==> src/rtl/store_pkg.sv <==
// Shared store-path definitions: funct3 codes, byte-mask constants and the FIFO entry layout.
package store_pkg;

    localparam logic [2:0] F3_SB = 3'b000;
    localparam logic [2:0] F3_SH = 3'b001;
    localparam logic [2:0] F3_SW = 3'b010;

    localparam logic [3:0] MASK_WORD    = 4'b1111;
    localparam logic [3:0] MASK_HALF_LO = 4'b0011;
    localparam logic [3:0] MASK_HALF_HI = 4'b1100;

    typedef struct packed {
        logic [29:0] waddr;
        logic [31:0] data;
        logic [3:0]  mask;
    } sb_entry_t;

endpackage

==> src/rtl/store_align.sv <==
// Store width decode: byte-lane mask, lane-replicated write data and misaligned/illegal flag.
module store_align
    import store_pkg::*;
(
    input  logic [1:0]  addr,
    input  logic [31:0] data,
    input  logic [2:0]  funct3,
    output logic [3:0]  mask,
    output logic [31:0] wdata,
    output logic        err
);

    always_comb begin
        mask  = '0;
        wdata = data;
        err   = 1'b0;
        case (funct3)
            F3_SB: begin
                mask  = 4'b0001 << addr;
                wdata = {4{data[7:0]}};
            end
            F3_SH: begin
                mask  = addr[1] ? MASK_HALF_HI : MASK_HALF_LO;
                wdata = {2{data[15:0]}};
                err   = addr[0];
            end
            F3_SW: begin
                mask = MASK_WORD;
                err  = (addr != 2'b00);
            end
            default: err = 1'b1;
        endcase
    end

endmodule

==> src/rtl/store_buffer.sv <==
// Store FIFO with memory drain and load/store address hazard detection.
// Define STORE_BUFFER_FWD_EN to forward full-word data from the youngest matching entry.
module store_buffer
    import store_pkg::*;
#(
    parameter int DEPTH = 2
) (
    input  logic        clk,
    input  logic        reset,
    input  logic        st_valid,
    input  logic [31:0] st_addr,
    input  logic [31:0] st_data,
    input  logic [2:0]  st_funct3,
    output logic        st_ready,
    output logic        store_err,
    input  logic        ld_check,
    input  logic [31:0] ld_addr,
    output logic        ld_hazard,
    output logic        fwd_valid,
    output logic [31:0] fwd_data,
    output logic        mem_req,
    output logic [31:0] mem_addr,
    output logic [31:0] mem_wdata,
    output logic [3:0]  mem_wmask,
    input  logic        mem_ready,
    output logic        empty
);

    localparam int PW = $clog2(DEPTH);

    sb_entry_t       entries [DEPTH];
    logic [PW:0]     head, tail, count;
    logic [3:0]      a_mask;
    logic [31:0]     a_data;
    logic            a_err;
    logic            full, accept, enq, deq;
    logic            hit, hit_word;
    logic [31:0]     hit_data;

    store_align u_align (
        .addr   (st_addr[1:0]),
        .data   (st_data),
        .funct3 (st_funct3),
        .mask   (a_mask),
        .wdata  (a_data),
        .err    (a_err)
    );

    assign count    = tail - head;
    assign empty    = (head == tail);
    assign full     = (head[PW] != tail[PW]) && (head[PW-1:0] == tail[PW-1:0]);
    assign st_ready = !full;
    assign accept   = st_valid && st_ready;
    assign enq      = accept && !a_err;
    assign mem_req  = !empty;
    assign deq      = mem_req && mem_ready;

    assign mem_addr  = {entries[head[PW-1:0]].waddr, 2'b00};
    assign mem_wdata = entries[head[PW-1:0]].data;
    assign mem_wmask = entries[head[PW-1:0]].mask;

    always_ff @(posedge clk or negedge reset) begin
        if (!reset) begin
            head      <= '0;
            tail      <= '0;
            store_err <= 1'b0;
        end else begin
            store_err <= accept && a_err;
            if (enq) tail <= tail + 1'b1;
            if (deq) head <= head + 1'b1;
        end
    end

    always_ff @(posedge clk) begin
        if (enq) entries[tail[PW-1:0]] <= '{waddr: st_addr[31:2], data: a_data, mask: a_mask};
    end

    // Walk oldest to youngest so the last match seen is the youngest one.
    always_comb begin
        logic [PW:0] off;
        logic [PW-1:0] idx;
        hit      = 1'b0;
        hit_word = 1'b0;
        hit_data = '0;
        for (int k = 0; k < DEPTH; k++) begin
            off = (PW+1)'(k);
            idx = head[PW-1:0] + off[PW-1:0];
            if (ld_check && (off < count) && (entries[idx].waddr == ld_addr[31:2])) begin
                hit      = 1'b1;
                hit_word = (entries[idx].mask == MASK_WORD);
                hit_data = entries[idx].data;
            end
        end
    end

`ifdef STORE_BUFFER_FWD_EN
    assign ld_hazard = hit && !hit_word;
    assign fwd_valid = hit && hit_word;
    assign fwd_data  = (hit && hit_word) ? hit_data : 32'h0;
`else
    assign ld_hazard = hit;
    assign fwd_valid = 1'b0;
    assign fwd_data  = 32'h0;
`endif

endmodule

==> config.mk <==
export PLATFORM = sky130hd
export DESIGN_NAME = store_buffer
export DESIGN_NICKNAME = d
export VERILOG_FILES = /design/src/rtl/store_pkg.sv /design/src/rtl/store_align.sv /design/src/rtl/store_buffer.sv
export SDC_FILE = /design/constraint.sdc
export NUM_CORES = 1
export LEC_CHECK = 0
export BUFFER_PORTS_ARGS = -buffer_cell sky130_fd_sc_hd__buf_2
export CORE_MARGIN = 5
export CORE_UTILIZATION = 40
export DETAILED_ROUTE_END_ITERATION = 6
export GPL_TIMING_DRIVEN = 0
export HOLD_SLACK_MARGIN = 0.06
export PLACE_DENSITY = 0.67
export SLEW_MARGIN = 0
export SYNTH_ARGS = -nofsm -noshare
export SYNTH_HDL_FRONTEND = slang
export SYNTH_SLANG_ARGS = --single-unit
==> constraint.sdc <==
create_clock -name clk -period 10.83 [get_ports clk]
set_clock_uncertainty 0.2 [all_clocks]
set_input_delay 3.249 -clock clk [delete_from_list [all_inputs] [get_ports clk]]
set_output_delay 3.249 -clock clk [all_outputs]
set_load 0.1 [all_outputs]
==> run_results.csv <==
group,metric,value,unit
timing,slew_headroom,47.2,%
pwr,ir_worst_vdd,0.142,mV
floorplanning,die_w,140,um
clocking,post_cts_buffers,0,
pwr,switching_power,1.31,mW
global_route,grt_usage,16.7,%
critical_path,crit_path_end,"ld_hazard",
critical_path,critPathCaptureType,"output port",
critical_path,critPathMaxFanout,2,
place,place_congestion,0.816,
critical_path,r2r-start,"tail[0]$_DFFE_PN0P_",
clocking,clkLatencyLatePin,420,ps
logic_synthesis,synth-seq-cells,137,
critical_path,cp-start-kind,"input pin",
timing,tns,0,ps
route,firstDrtPassIters,4,
critical_path,worstReg2RegEnd,"entries[0][17]$_DFFE_PP_",
pwr,comb_power_share,52.8,%
logic_synthesis,synth_edf_count,132,
pwr,sw_frac_of_total,50.1,%
layout,fin_area,8710,sq um
timing,finalCritPeriodShare,76.7,%
critical_path,path_cells,"buf_2 -> xor2_1 -> nor4_1 -> nand4_1 -> o22ai_2 -> buf_2",
critical_path,crit_top_cell,"buf_2",
route,route.detailed.drc,0,
global_route,first_global_vias,4670,
timing,final_period_minus_worst_setup_slack,8310,ps
logic_synthesis,synth_area_per_cell,15.3,sq um
logic_synthesis,ys_seq_area_share,60.8,%
clocking,cts_hold_buf,0,
critical_path,crit_type,"input pin to output port",
layout,fill_cells,1444,
timing,fin_hold_ws,296,ps
route,antenna_left,0,
timing,setup_viol,0,
floorplanning,initial_core_util,40.7,%
critical_path,cp.arrival,4860,ps
place,portBuffers,170,
pwr,leakage,3.53,nW
floorplanning,ios,210,
critical_path,regToRegSetupSlack,8150,ps
critical_path,crit_required,7380,ps
timing,rsz0062_at_grt,"false",
clocking,path_clk_slew,60,ps
layout,drive_gt1_share,50.0,%
critical_path,slowest_delay,500,ps
timing,worstMarginPinSlew,788,ps
logic_synthesis,synthCells,441,
run,maxCapViolations,0,
timing,fmax,120,MHz
logic_synthesis,ys_async_sr_fraction,3.65,%
critical_path,crit_family,"simple AND/OR/NAND/NOR gates",
clocking,cts-root-buf,"clkbuf_16",
critical_path,slowest_stage,"nor4_1",
logic_synthesis,yosysWarnings,0,
place,dpl.hpwl,12.8,mm
global_route,grt_pass1_wl,25.1,mm
route,totalWireLength,16.4,mm
floorplanning,die_area,19500,sq um
pwr,p_int,1.30,mW
pwr,power_density,300,nW/um^2
timing,hold_viol,0,
clocking,cts_tree,"done",
clocking,cts_resized,0,
layout,syn2layout_area_growth,29.4,%
clocking,cts_max_level,4,
route,drt-wirelength-per-cell,18.1,um
logic_synthesis,ys_types,32,
critical_path,critical_path_buf_inv_count,2,
status,status,"complete, no violations",
clocking,clock_sinks,137,
critical_path,crit_cells,6,
pwr,pwr-share-seq,25.2,%
layout,diodes,0,
worst_hold_path,hold_class,"register to register",
floorplanning,fp.dieH,140,um
pwr,power_frac_clock,21.9,%
clocking,clk_path_buf_depth,2,
logic_synthesis,synth_ff_type,"edfxtp_1",
place,placed_area,8120,sq um
worst_hold_path,hp-start,"tail[1]$_DFFE_PN0P_",
global_route,overflow,0,
global_route,grt_max_degree,32,
route,drt-initial-drc-count,146,
critical_path,cp-startpoint,"ld_addr[18]",
timing,maxSlewViolCount,0,
layout,layout.nets,776,
critical_path,r2r_cells,6,
route,num_vias,4279,
logic_synthesis,synth_area,6730,sq um
timing,finalWorstSetupSlack,2520,ps
floorplanning,core.rowCount,47,
place,dp_worst_setup_slack,2440,ps
global_route,antenna_found_initial,2,
route,vias_per_cell,4.73,
floorplanning,core-area,16500,sq um
clocking,cts_buffers,17,
==> power by group through the flow <==
stage	Sequential, mW	Clock [mW]	Combinational [mW]
2_1_floorplan	0.682	0	1.15
3_3_place_gp	0.676	0	1.37
3_5_place_dp	0.671	0	1.39
4_1_cts	0.660	0.584	1.40
5_1_grt	0.664	0.614	1.44
6_report	0.659	0.574	1.38
==> area by class of cell <==
type	instances	area (sq um)	area share (%)
sequential	137	4090	46.9
inverter	4	15.0	0.172
timing repair buffer	177	962	11.0
multi-input combinational	283	2400	27.5
buffer	51	378	4.34
clock inverter	15	169	1.94
clock buffer	17	425	4.88
tap	220	275	3.16
==> cell usage after synthesis, types with 4 or more instances <==
cell      instances  area share (%)
edfxtp_1        132              59
mux2_2           81              14
xor2_1           44             5.7
mux2i_1          38             5.7
buf_4            35             3.9
xnor2_1          22             2.9
nor2_1           14            0.78
a21oi_1          12            0.89
nor4_1           11             1.0
nand4_1           7            0.65
buf_2             5            0.37
buf_6             5            0.84
dfrtp_1           5             1.9
clkbuf_1          4            0.22
inv_1             4            0.22
==> worst register-to-register path: stages (launching register included) <==
cell,delay [ps]
dfrtp_1,420
inv_1,120
ha_1,350
nand2b_1,140
nand3_1,180
nor2_4,640
buf_12,290
==> cell usage in the layout, fill, tap and decap left out, types with 2 or more instances in the layout <==
cell        count
nand2_1         3
bufinv_16       2
buf_2         175
buf_8           3
conb_1         35
xnor2_1        22
a21oi_1        12
buf_6           8
o21ai_0         2
clkbuf_1        4
clkinv_4        5
nand4_1         7
mux2i_1        38
nor2_1         13
nand3_1         2
xor2_1         44
mux2_2         81
clkbuf_16      17
buf_4          35
dfrtp_1         5
inv_6           3
clkinvlp_4      3
nand2b_1        2
inv_1           4
edfxtp_1      132
nor4_1         10
==> worst min path at each step <==
stage | end | slack [ps] | depth (start not counted)
2_1_floorplan | tail[1]$_DFFE_PN0P_ | 260 | 1
3_3_place_gp | tail[1]$_DFFE_PN0P_ | 270 | 1
3_5_place_dp | tail[1]$_DFFE_PN0P_ | 290 | 1
4_1_cts | tail[1]$_DFFE_PN0P_ | 300 | 1
5_1_grt | head[1]$_DFFE_PN0P_ | 340 | 1
6_report | tail[1]$_DFFE_PN0P_ | 300 | 1
==> logic make-up (layout without fill, tap and decap cells) <==
kind of cell	Yosys count	after routing	synth area share, %
xor+xnor	66	66	8.59
buf+inv	55	264	5.84
flops	137	137	60.8
compound gates	19	19	1.80
other cells	1	35	0.0557
fa+ha+maj	1	1	0.186
simple gates	42	42	3.35
mux	120	120	19.4
==> routing by layer <==
metal / GRT usage, % / up-vias / share of wire, %
li1: - / 2041 / -
met1: 18.8 / 2043 / 39
met2: 28.9 / 169 / 50
met3: 7.24 / 22 / 9.3
met4: 4.49 / 4 / 1.5
met5: 0 / - / 0.16
==> through the flow <==
stage	total power, mW	std cells	utilization [%]
after floorplan	1.83	475	-
after global placement	2.05	865	48.4
after detailed placement	2.06	872	49.1
after CTS	2.64	904	52.7
after global routing	2.72	904	52.7
final	2.61	904	52.7
==> state kept, by name (all words and copies together), names as in the netlist <==
register / cells
store_err: 1
head: 2
entries: 132
tail: 2
Note: power is estimated with default switching activity, not from simulation.
